==> config.mk <==
export PLATFORM = sky130hd
export DESIGN_NAME = m68k_bus_ctrl
export DESIGN_NICKNAME = d
export VERILOG_FILES = /design/src/rtl/m68k_bus_ctrl.sv
export SDC_FILE = /design/constraint.sdc
export NUM_CORES = 1
export LEC_CHECK = 0
export BUFFER_PORTS_ARGS = -buffer_cell sky130_fd_sc_hd__buf_2
export CAP_MARGIN = 20
export CORE_UTILIZATION = 55
export CTS_CLUSTER_DIAMETER = 30
export DETAILED_ROUTE_END_ITERATION = 10
export GPL_ROUTABILITY_DRIVEN = 0
export PLACE_DENSITY = 0.84
export SLEW_MARGIN = 20
export SYNTH_ARGS = -nofsm -noshare
export SYNTH_HDL_FRONTEND = slang
export SYNTH_SLANG_ARGS = --single-unit
==> constraint.sdc <==
create_clock -name MCLK -period 4.24 [get_ports MCLK]
set_input_delay 1.272 -clock MCLK [delete_from_list [all_inputs] [get_ports MCLK]]
set_output_delay 1.272 -clock MCLK [all_outputs]
set_load 0.05 [all_outputs]
==> src/rtl/m68k_bus_ctrl.sv <==
// 68000 bus-cycle sequencer: runs S0-S7 with wait states until DTACK/BERR/VPA,
// and generates the free-running 6800 E clock plus VMA for VPA-synchronous cycles.
module m68k_bus_ctrl (
  input  logic        MCLK,
  input  logic        RESET_N,
  input  logic        CLK_R,
  input  logic        CLK_F,
  input  logic        req,
  input  logic        req_rw,
  input  logic        req_uds,
  input  logic        req_lds,
  input  logic [2:0]  req_fc,
  input  logic [22:0] req_addr,
  input  logic [15:0] req_wdata,
  output logic        ack,
  output logic [15:0] rdata,
  output logic        berr_flag,
  output logic [22:0] ADDRESS,
  output logic [2:0]  FC,
  output logic        RW,
  output logic        AS,
  output logic        UDS,
  output logic        LDS,
  output logic [15:0] DATA_OUT,
  output logic        DATA_OE,
  input  logic [15:0] DATA_IN,
  input  logic        DTACK,
  input  logic        BERR,
  input  logic        VPA,
  output logic        E_CLK,
  output logic        VMA
);

  typedef enum logic [3:0] {
    ST_IDLE, ST_S0, ST_S1, ST_S2, ST_S3, ST_S4, ST_S5, ST_S6, ST_S7, ST_SW
  } state_t;

  state_t      state, state_nxt;
  logic        start, cycle_end, term_berr, term_ok, enter_vpa;
  logic        lat_rw, lat_uds, lat_lds;
  logic [22:0] lat_addr;
  logic [15:0] lat_wdata;
  logic [3:0]  ecnt, ecnt_nxt;
  logic        vpa_mode, vpa_armed, vpa_ready;

  assign ecnt_nxt  = (ecnt == 4'd9) ? 4'd0 : ecnt + 4'd1;
  // A VPA cycle may only finish in the last E-high clock, so data is taken at E fall.
  assign vpa_ready = vpa_armed && (ecnt == 4'd9);

  // NOTE: sequential state uses non-blocking assignments so every flop samples pre-edge values.
  always_ff @(posedge MCLK or negedge RESET_N) begin
    if (!RESET_N) state <= ST_IDLE;
    else          state <= state_nxt;
  end

  // NOTE: every output of this block gets a default first, so no latch can be inferred.
  always_comb begin
    state_nxt = state;
    start     = 1'b0;
    cycle_end = 1'b0;
    term_berr = 1'b0;
    term_ok   = 1'b0;
    enter_vpa = 1'b0;
    unique case (state)
      ST_IDLE: if (CLK_R && req) begin
        state_nxt = ST_S0;
        start     = 1'b1;
      end
      ST_S0: if (CLK_F) state_nxt = ST_S1;
      ST_S1: if (CLK_R) state_nxt = ST_S2;
      ST_S2: if (CLK_F) state_nxt = ST_S3;
      ST_S3: if (CLK_R) state_nxt = ST_S4;
      ST_S4: if (CLK_F) begin
        if (!BERR) begin
          state_nxt = ST_S5;
          term_berr = 1'b1;
        end else if (!DTACK || vpa_ready) begin
          state_nxt = ST_S5;
          term_ok   = 1'b1;
        end else begin
          state_nxt = ST_SW;
          enter_vpa = !VPA;
        end
      end
      ST_SW: if (CLK_R) state_nxt = ST_S4;
      ST_S5: if (CLK_R) state_nxt = ST_S6;
      ST_S6: if (CLK_F) state_nxt = ST_S7;
      ST_S7: if (CLK_R) begin
        cycle_end = 1'b1;
        if (req) begin
          state_nxt = ST_S0;
          start     = 1'b1;
        end else begin
          state_nxt = ST_IDLE;
        end
      end
      default: state_nxt = ST_IDLE;
    endcase
  end

  always_ff @(posedge MCLK or negedge RESET_N) begin
    if (!RESET_N) begin
      ack       <= 1'b0;
      rdata     <= '0;
      berr_flag <= 1'b0;
      ADDRESS   <= '0;
      FC        <= '0;
      RW        <= 1'b1;
      AS        <= 1'b1;
      UDS       <= 1'b1;
      LDS       <= 1'b1;
      DATA_OUT  <= '0;
      DATA_OE   <= 1'b0;
      E_CLK     <= 1'b0;
      VMA       <= 1'b1;
      ecnt      <= '0;
      vpa_mode  <= 1'b0;
      vpa_armed <= 1'b0;
      lat_rw    <= 1'b1;
      lat_uds   <= 1'b0;
      lat_lds   <= 1'b0;
      lat_addr  <= '0;
      lat_wdata <= '0;
    end else begin
      ack <= 1'b0;

      if (CLK_R) begin
        ecnt  <= ecnt_nxt;
        E_CLK <= (ecnt_nxt >= 4'd6);
        if (vpa_mode && !vpa_armed && (ecnt_nxt <= 4'd5)) begin
          vpa_armed <= 1'b1;
          VMA       <= 1'b0;
        end
      end

      if (cycle_end) begin
        RW        <= 1'b1;
        DATA_OE   <= 1'b0;
        vpa_mode  <= 1'b0;
        vpa_armed <= 1'b0;
        VMA       <= 1'b1;
      end

      // Placed after cycle_end so a back-to-back request's direction wins over the release.
      if (start) begin
        lat_rw    <= req_rw;
        lat_uds   <= req_uds;
        lat_lds   <= req_lds;
        lat_addr  <= req_addr;
        lat_wdata <= req_wdata;
        FC        <= req_fc;
        RW        <= req_rw;
      end

      if (state == ST_S0 && CLK_F) ADDRESS <= lat_addr;

      if (state == ST_S1 && CLK_R) begin
        AS <= 1'b0;
        if (lat_rw) begin
          UDS <= ~lat_uds;
          LDS <= ~lat_lds;
        end
      end

      if (state == ST_S2 && CLK_F && !lat_rw) begin
        DATA_OE  <= 1'b1;
        DATA_OUT <= lat_wdata;
      end

      if (state == ST_S3 && CLK_R && !lat_rw) begin
        UDS <= ~lat_uds;
        LDS <= ~lat_lds;
      end

      if (term_berr) berr_flag <= 1'b1;
      if (term_ok)   berr_flag <= 1'b0;
      if (enter_vpa) vpa_mode  <= 1'b1;

      if (state == ST_S6 && CLK_F) begin
        if (lat_rw && !berr_flag) rdata <= DATA_IN;
        ack <= 1'b1;
        AS  <= 1'b1;
        UDS <= 1'b1;
        LDS <= 1'b1;
      end
    end
  end

endmodule

Word-level counts from Yosys, hierarchy flattened
Cells that the tools add are included.
{ "op_classes": {"add_sub_neg": 1, "magnitude_cmp": 2, "n_eq_ne": 19, "muxes": 55, "n_bitwise": 2, "n_reduce_logical": 33} }
{ "op_table": {"columns": ["operator", "n"], "rows": [
  ["$mux 4", 12],
  ["$mux 1", 41],
  ["$pmux 4 s9", 1],
  ["$eq 4x3->1 const B", 4],
  ["$ne 2x2->1 const B", 8],
  ["$reduce_bool 2->1", 7],
  ["$eq 4x4->1 const B", 3],
  ["$logic_and 1x1->1", 12],
  ["$reduce_and 9->1", 1],
  ["$eq 4x2->1 const B", 2],
  ["$reduce_and 2->1", 3],
  ["$reduce_bool 3->1", 2],
  ["$logic_not 1->1", 5],
  ["$add 4x1->4 const B", 1],
  ["$eq 4x1->1 const B", 1],
  ["$ge 4x3->1 const B", 1],
  ["$le 4x3->1 const B", 1],
  ["$logic_not 4->1", 1],
  ["$ne 2x1->1 const B", 1],
  ["$not 1->1", 2],
  ["$pmux 1 s2", 1],
  ["$reduce_or 2->1", 1],
  ["$logic_or 1x1->1", 1]
]} }
{ "totals": {"register_bits": 119, "in_bits": 69, "output_inout_bits": 67, "wordCells": 134} }

Depth between registers and ports, before layout
Gate-level depths: netlist of the first run.
{ "depth": {"word_depth": 8, "ltp_mapped": 6, "ltp_nobuf": 6} }

Least setup slack after synthesis of the first run
Ideal clock, no wire load.
{ "synth_path": {"kind": "input to register", "from": "input port CLK_F", "to": "register ADDRESS[10]", "setup_ps": 125, "arrival_ps": 2309, "t_required_ps": 4115, "slack_ps": 1806, "stages": 5, "path_buffers": 2, "path_cell_list": "nand2_2 or4_4 buf_6 buf_12 mux2_4"} }
{ "synth_between": {"elab_chain_len": 1} }
{ "synth_lines": {"columns": ["item", "line_no", "text"], "rows": [
  ["from (decl)", "7", "input logic CLK_F,"],
  ["$logic_and 1x1->1", "155", "if (state == ST_S0 && CLK_F) ADDRESS <= lat_addr;"],
  ["to (signal assigned)", "155", null],
  ["to (decl)", "18", "output logic [22:0] ADDRESS,"]
]} }
No other way between the ends.
A chain may end at the register's enable or synchronous reset.

Worst setup path in the final report of the first run
{ "layout_path": {"from": "input port CLK_R", "to": "register lat_addr[10]"} }
{ "layout_between": {"elab_chain_len": 3, "word_cells_on_any_way": 4, "cone_classes": "mux (3); reduce/logical (1)"} }
{ "layout_lines": {"columns": ["item", "line_no", "text"], "rows": [
  ["from (decl)", "6", "input logic CLK_R,"],
  ["$logic_and 1x1->1", "65", "ST_IDLE: if (CLK_R && req) begin"],
  ["$mux 1", "65", null],
  ["$pmux 1 s2 (*)", "64", "unique case (state)"],
  ["to (signal assigned)", "149", "lat_addr <= req_addr;"],
  ["to (decl)", "41", "logic [22:0] lat_addr;"]
]} }
Mark *: on every way between the ends. The rest lies on a longest branch, timed or not.

==> results of run 1 <==
-- placed cells by master, fill, tap and decap left out, drive strengths merged, types with 3 or more instances in the layout --
cell type,count
buf,138
dfrtp,113
mux2,100
clkbuf,19
nand2,15
nor2,10
o21ai,8
dfstp,6
a21oi,6
inv,5
clkinv,5
bufinv,4
nor3,3
ha,3
or3b,3
-- routing by layer --
metal | vias to the layer above | wire length (um) | global-route usage [%]
li1 | 1441 | - | -
met1 | 1504 | 3900 | 26.8
met2 | 97 | 4820 | 37.1
met3 | 6 | 574 | 6.71
met4 | 0 | 75 | 8.33
met5 | - | 0 | 0
-- Yosys cell counts, types with 2 or more instances --
master / count / share of area, %
sky130_fd_sc_hd__or3_1: 2 / 0.26
sky130_fd_sc_hd__mux2_1: 10 / 2.3
sky130_fd_sc_hd__nand2_1: 14 / 1.1
sky130_fd_sc_hd__o22ai_1: 2 / 0.26
sky130_fd_sc_hd__buf_12: 2 / 0.82
sky130_fd_sc_hd__nand3_1: 2 / 0.21
sky130_fd_sc_hd__a31oi_1: 2 / 0.26
sky130_fd_sc_hd__a21oi_1: 5 / 0.51
sky130_fd_sc_hd__nor2_1: 10 / 0.77
sky130_fd_sc_hd__mux2_2: 70 / 16
sky130_fd_sc_hd__mux2i_1: 2 / 0.41
sky130_fd_sc_hd__nor3_1: 3 / 0.31
sky130_fd_sc_hd__buf_2: 9 / 0.93
sky130_fd_sc_hd__o211ai_1: 2 / 0.31
sky130_fd_sc_hd__dfstp_2: 6 / 3.2
sky130_fd_sc_hd__or3b_2: 2 / 0.36
sky130_fd_sc_hd__buf_6: 2 / 0.46
sky130_fd_sc_hd__inv_1: 3 / 0.23
sky130_fd_sc_hd__nand2b_1: 2 / 0.26
sky130_fd_sc_hd__mux2_4: 20 / 6.2
sky130_fd_sc_hd__dfrtp_1: 113 / 58
sky130_fd_sc_hd__o21ai_0: 8 / 0.82
sky130_fd_sc_hd__o21a_1: 2 / 0.31
sky130_fd_sc_hd__clkbuf_1: 2 / 0.15
sky130_fd_sc_hd__a211o_1: 2 / 0.36
sky130_fd_sc_hd__ha_1: 3 / 0.77
-- registers in the layout, summed over array words and instances (netlist names), 3 cells and up --
signal	flops
state	4
ecnt	4
lat_wdata	16
FC	3
DATA_OUT	16
lat_addr	23
rdata	16
ADDRESS	23
-- worst reg2reg max path, delay by kind of cell, from the launching register on --
kind / cells / cell delay [ps]
mux: 1 / 290
buf+inv: 1 / 450
flops: 1 / 520
simple gates: 2 / 890
-- stage by stage --
stage               cells  worst slack, ps  utilization (%)  hold WS, ps  area, sq um
detailed placement    550             1130             66.7          438         5590
CTS                   581             1640             74.0          443         6200
global route          581             1520             74.0          484         6200
floorplan             322             1810                -          417         4860
finish                581             1600             74.0          445         6200
global placement      550             1190             66.7          430         5590
-- kinds of logic (layout without fill, tap and decap cells) --
kind of cell / after synthesis / in the layout / share of synthesized area (%)
fa+ha+maj: 3 / 3 / 0.773
buf+inv: 19 / 173 / 2.68
flops: 119 / 119 / 61.4
simple gates: 49 / 49 / 5.87
compound gates: 30 / 30 / 4.09
mux: 102 / 102 / 25.1
-- power groups by stage --
stage / clock (mW) / combinational (mW) / sequential (mW)
floorplan: 0 / 0.834 / 2.80
global placement: 0 / 2.08 / 1.95
detailed placement: 0 / 2.14 / 1.99
CTS: 1.48 / 2.15 / 1.98
global route: 1.54 / 2.26 / 2.05
finish: 1.46 / 2.13 / 1.98
-- layout make-up --
cell class	instances	area [sq um]	area share, %
sequential	119	2990	48.1
inverter	4	15.0	0.242
timing repair buffer	138	713	11.5
multi-input combinational	184	1750	28.2
clock inverter	12	176	2.85
tap	105	131	2.12
clock buffer	19	432	6.96
-- final timing paths --
path / slack, ps / cells past startpoint / endpoint / from
max in group asynchronous: 2590 / 2 / UDS / RESET_N
min: 440 / 1 / LDS / lat_lds
max: 1600 / 5 / lat_addr[10] / CLK_R
max reg2reg: 1950 / 4 / lat_addr[10] / state[2]
min in group asynchronous: 810 / 1 / DATA_OUT[2] / RESET_N
min reg2reg: 440 / 1 / LDS / lat_lds
==> results.cfg, run 1 <==
[routing]
vias_per_cell = 5.25
routed_wire_length_um = 9370
wl_per_cell_um = 16.1
via_count = 3048
post-route-drc-count = 0
first_pass_iters = 4
1st_iter_drt_viols = 73
antenna_violating_nets_post_route = 0

[sta]
final_max_slew_viol_count = 0
maxClockFrequency_mhz = 379
rsz0062_at_grt = false
post-route-period-util_pct = 62.2
worst_pin_slew_ps = 775
skew_ps = 11.6
timing.setup.tns_ps = 0
maxSlewHeadroom_pct = 48.2
final.min_clock_period_ps = 2640
finalSetupViolCount = 0
hold_violations = 0

[pwr]
vdd_drop_max_v = 0.000484
total_power_mw = 5.56
cellInternalPower_mw = 3.38
power.switching_mw = 2.18
power_frac_seq_pct = 35.6
power_leakage_nw = 3.21
netSwitchingFraction_pct = 39.2
p_per_area_nw_per_um2 = 897
clkPwrFrac_pct = 26.2
power.share.combinational_pct = 38.2

[setup_path]
critical-path-top-delay-family = simple AND/OR/NAND/NOR gates
crit_path_start_kind = input port
critical_path.cell_chain = buf_2, and2b_1, nand3_2, buf_4, mux2_2
critPathRequiredTime_ps = 4600
timing.setup.critical_path_class = in -> reg
critical_path.max_stage_delay_ps = 540
crit_path_max_fanout = 26
timing.critical_path.to_type = flip-flop
critical_path_slowest_stage_cell = sky130_fd_sc_hd__nand3_2
worst-endpoint-arrival_ps = 3000
worstPathBufferInverterCount = 2

[synth]
netlist_area_sq_um = 4860
synth.avg_cell_area_sq_um = 15.1
ys_ff_latch = 119
synth_nets = 394
synth_enable_flop_cells = 0
netlist_instances = 322
synthDistinctLibCells = 48
dominantRegCellSynth = sky130_fd_sc_hd__dfrtp_1
ys_async_sr_fraction_pct = 100
synth-warning-count = 0
yosysSeqAreaShare_pct = 61.4

[floorplan]
start_util_pct = 58.0
die_width_um = 96.0
core.rowCount = 33
io-pin-count = 136
die-height_um = 96.0
dieArea_sq_um = 9210
core_sq_um = 8380

[clock_tree]
root_buffer = sky130_fd_sc_hd__clkbuf_8
worstSkewPairLatency_ps = 490
number_of_h_tree_levels = 4
cts_repair_resize_count = 0
cts_buffer_depth = 2
worst_setup_hold_path_clk_slew_ps = 50
cts_hold_buf = 0
cts_inserted_buffers = 17
cts_post_setup_buffers_inserted = 0
cts_tree = built
clock-sinks = 119

[run_status]
status = complete, no violations

[place]
portBuffers = 135
dp_hpwl_um = 6520

[global_routing]
global_route_total_usage_across_every_layer_pct = 22.1
grt_start_max_net_pins = 68
number_of_global_route_vias_before_repair = 3183
grt_remaining_overflow = 0
wire_length_of_the_first_global_routing_pass_um = 15200
number_of_antenna_violations_at_the_first_check_in_global_routing = 0

[run]
max_cap_violations = 0

[min_path]
worst_hold_path_type = reg -> reg

[cells_and_area]
final_nets = 536
num_antenna_cells = 0
fillerInstances = 569
final_layout_size_suffix_gt1_share_pct = 57.4
area_delta_synth_final_pct = 27.6
Power figures use the tool's default switching activity.
==> run 2: changes to the inputs <==
--- a/config.mk
+++ b/config.mk
@@ -5,13 +5,14 @@
 export SDC_FILE = /design/constraint.sdc
 export NUM_CORES = 1
 export LEC_CHECK = 0
+export ABC_AREA = 1
 export BUFFER_PORTS_ARGS = -buffer_cell sky130_fd_sc_hd__buf_2
 export CAP_MARGIN = 20
-export CORE_UTILIZATION = 55
+export CORE_UTILIZATION = 52
 export CTS_CLUSTER_DIAMETER = 30
 export DETAILED_ROUTE_END_ITERATION = 10
 export GPL_ROUTABILITY_DRIVEN = 0
-export PLACE_DENSITY = 0.84
+export PLACE_DENSITY = 0.79
 export SLEW_MARGIN = 20
 export SYNTH_ARGS = -nofsm -noshare
 export SYNTH_HDL_FRONTEND = slang
==> constraint.sdc (replaced) <==
create_clock -name MCLK -period 2.5 [get_ports MCLK]
set_input_delay 0.75 -clock MCLK [delete_from_list [all_inputs] [get_ports MCLK]]
set_output_delay 0.75 -clock MCLK [all_outputs]
set_load 0.05 [all_outputs]
==> run 2 against run 1 <==
  * Clock power up 63%
  * Utilization down 5.3 points
  * Non-clock buffer count up 3
  * Clock-buffer cell count down 1
  * Setup slack worse by 1100 ps
  * Power up 83%
  * Die area up 9.8%
  * Worst hold slack worse by 220 ps
  * Largest cell class unchanged
==> results.cfg, run 2 <==
[clock_tree]
number_of_h_tree_levels = 4
root_buffer = sky130_fd_sc_hd__clkbuf_8
cts_post_setup_buffers_inserted = 0
cts_hold_buf = 0
worstSkewPairLatency_ps = 500
cts_tree = built
cts_repair_resize_count = 0
cts_inserted_buffers = 17
worst_setup_hold_path_clk_slew_ps = 60
cts_buffer_depth = 2
clock-sinks = 119

[cells_and_area]
mostFrequentLayoutCell = sky130_fd_sc_hd__nand2_1
final_nets = 715
final-seq-area_sq_um = 2990
final_core_util_pct = 68.7
fillerInstances = 728
num_antenna_cells = 0
reg_top3 = ADDRESS: 23 flops, lat_addr: 23 flops
area_delta_synth_final_pct = 26.7
instances_no_fill = 785
multi_input_area_sq_um = 1770
final_layout_size_suffix_gt1_share_pct = 35.5
layout.cells.most_common_list = 185 x sky130_fd_sc_hd__nand2_1, 134 x sky130_fd_sc_hd__buf_2, 113 x sky130_fd_sc_hd__dfrtp_1
postLayoutCellArea_sq_um = 6400

[place]
dp_cells = 753
dp_hpwl_um = 7270
detailed_place.area_sq_um = 5820
portBuffers = 135

[setup_path]
worstPathBufferInverterCount = 1
worst-endpoint-arrival_ps = 1300
critical_path.max_stage_delay_ps = 530
critical-path-top-delay-family = flip-flops
timing.critical_path.to_type = output port
critical_path_slowest_stage_cell = sky130_fd_sc_hd__dfstp_2
crit_path_max_fanout = 2
critical_path.cell_chain = buf_2
critPathRequiredTime_ps = 1750
timing.setup.critical_path_class = reg -> out
crit_path_start_kind = flip-flop

[pwr]
power.share.combinational_pct = 43.3
cellInternalPower_mw = 5.54
power_leakage_nw = 3.52
netSwitchingFraction_pct = 45.6
p_per_area_nw_per_um2 = 1590
vdd_drop_max_v = 0.000722
power_frac_seq_pct = 33.4
clkPwrFrac_pct = 23.4
power.switching_mw = 4.65

[synth]
dominantRegCellSynth = sky130_fd_sc_hd__dfrtp_1
synth_area_leader_cell = sky130_fd_sc_hd__dfrtp_1
post-synth-top-count-cell = sky130_fd_sc_hd__nand2_1
synth.avg_cell_area_sq_um = 10.1
netlist_instances = 502
netlist_area_sq_um = 5050
yosysSeqAreaShare_pct = 59.1
synthDistinctLibCells = 31
yosys.area.top_type_share_pct = 55.9
ys_ff_latch = 119
post_synth_main_area_contributors = sky130_fd_sc_hd__dfrtp_1 56%, sky130_fd_sc_hd__nand2_1 14%, sky130_fd_sc_hd__mux2_4 5.9%
synth_nets = 574
synth_enable_flop_cells = 0
synth-warning-count = 0
synth_commonest_cells = 185 x sky130_fd_sc_hd__nand2_1, 113 x sky130_fd_sc_hd__dfrtp_1, 35 x sky130_fd_sc_hd__inv_1
ys_async_sr_fraction_pct = 100

[routing]
post-route-drc-count = 0
wl_per_cell_um = 14.0
antenna_violating_nets_post_route = 0
vias_per_cell = 4.96
first_pass_iters = 4
via_count = 3896
routed_wire_length_um = 11000
1st_iter_drt_viols = 166

[floorplan]
io-pin-count = 136
core_sq_um = 9330
dieArea_sq_um = 10100
core.rowCount = 35
die-height_um = 101
start_util_pct = 54.2
die_width_um = 101

[sta]
skew_ps = 9.06
worst_pin_slew_ps = 512
hold_violations = 0
rsz0062_at_grt = false
final_max_slew_viol_count = 0
timing.setup.tns_ps = 0
post-route-period-util_pct = 81.8
maxSlewHeadroom_pct = 65.8
finalSetupViolCount = 0
final.min_clock_period_ps = 2050
maxClockFrequency_mhz = 489

[global_routing]
wire_length_of_the_first_global_routing_pass_um = 18000
number_of_global_route_vias_before_repair = 3894
grt_start_max_net_pins = 65
global_route_total_usage_across_every_layer_pct = 23.0
number_of_antenna_violations_at_the_first_check_in_global_routing = 0
grt_remaining_overflow = 0

[run]
max_cap_violations = 0

[run_status]
status = complete, no violations

[min_path]
worst_hold_path_type = in -> async
run 2: cell count changes in the layout (fill, tap and decap cells not counted), moves of 5 or more:
cell | previous run | this run
sky130_fd_sc_hd__nand3_1 | 1 | 29
sky130_fd_sc_hd__nand4_1 | 0 | 6
sky130_fd_sc_hd__o21ai_2 | 0 | 16
sky130_fd_sc_hd__o21ai_1 | 0 | 5
sky130_fd_sc_hd__nand2_1 | 14 | 185
sky130_fd_sc_hd__inv_6 | 1 | 6
sky130_fd_sc_hd__mux2_2 | 70 | 3
sky130_fd_sc_hd__o21ai_0 | 8 | 24
sky130_fd_sc_hd__inv_1 | 3 | 35
sky130_fd_sc_hd__mux2_1 | 10 | 0
run 2: power groups by stage:
stage,combinational [mW],sequential [mW],clock [mW]
after floorplan,1.71,5.06,0
after global placement,4.28,3.35,0
after detailed placement,4.39,3.40,0
after CTS,4.43,3.40,2.42
after global routing,4.76,3.49,2.51
final,4.41,3.40,2.38
run 2: final cells by class:
class | count | share of cell area, %
Sequential cell | 119 | 46.6
Multi-Input combinational cell | 325 | 27.6
Timing Repair Buffer | 141 | 11.9
Clock buffer | 18 | 6.52
Clock inverter | 14 | 2.56
Tap cell | 129 | 2.52
Inverter | 39 | 2.29
run 2: layer usage:
metal  vias up  track usage, %  wire length [um]  share of wire, %
met5         -               0                 0                 0
met4         0            9.03               129               1.2
met3        17            6.10               747               6.8
met2       145            37.4              5260                48
met1      1844            29.6              4870                44
li1       1890               -                 -                 -
run 2: logic make-up after synthesis:
group	after synthesis	share of synthesized area [%]
simple gates	247	21.2
flops	119	59.1
buf+inv	58	6.04
compound gates	52	6.39
mux	23	6.61
fa+ha+maj	3	0.743
run 2: path summary, 6_finish.rpt:
kind / startpoint / end / slack (ps) / cells past startpoint
setup / recovery: RW / RW / 450 / 1
hold / removal: RESET_N / ADDRESS[6] / 220 / 1
setup reg to reg: state[3] / DATA_OUT[11] / 620 / 7
hold reg to reg: rdata[3] / rdata[3] / 470 / 2
max in group asynchronous: RESET_N / VMA / 1570 / 2
min in group MCLK: req_wdata[12] / lat_wdata[12] / 460 / 3
run 2: per-stage QoR:
step           worst slack [ps]  power, mW  hold slack, ps
4_1_cts                     427       10.2             221
5_1_grt                     409       10.8             247
3_5_place_dp                596       7.79             453
3_3_place_gp                641       7.64             449
6_report                    454       10.2             220
2_1_floorplan              1050       6.77             438
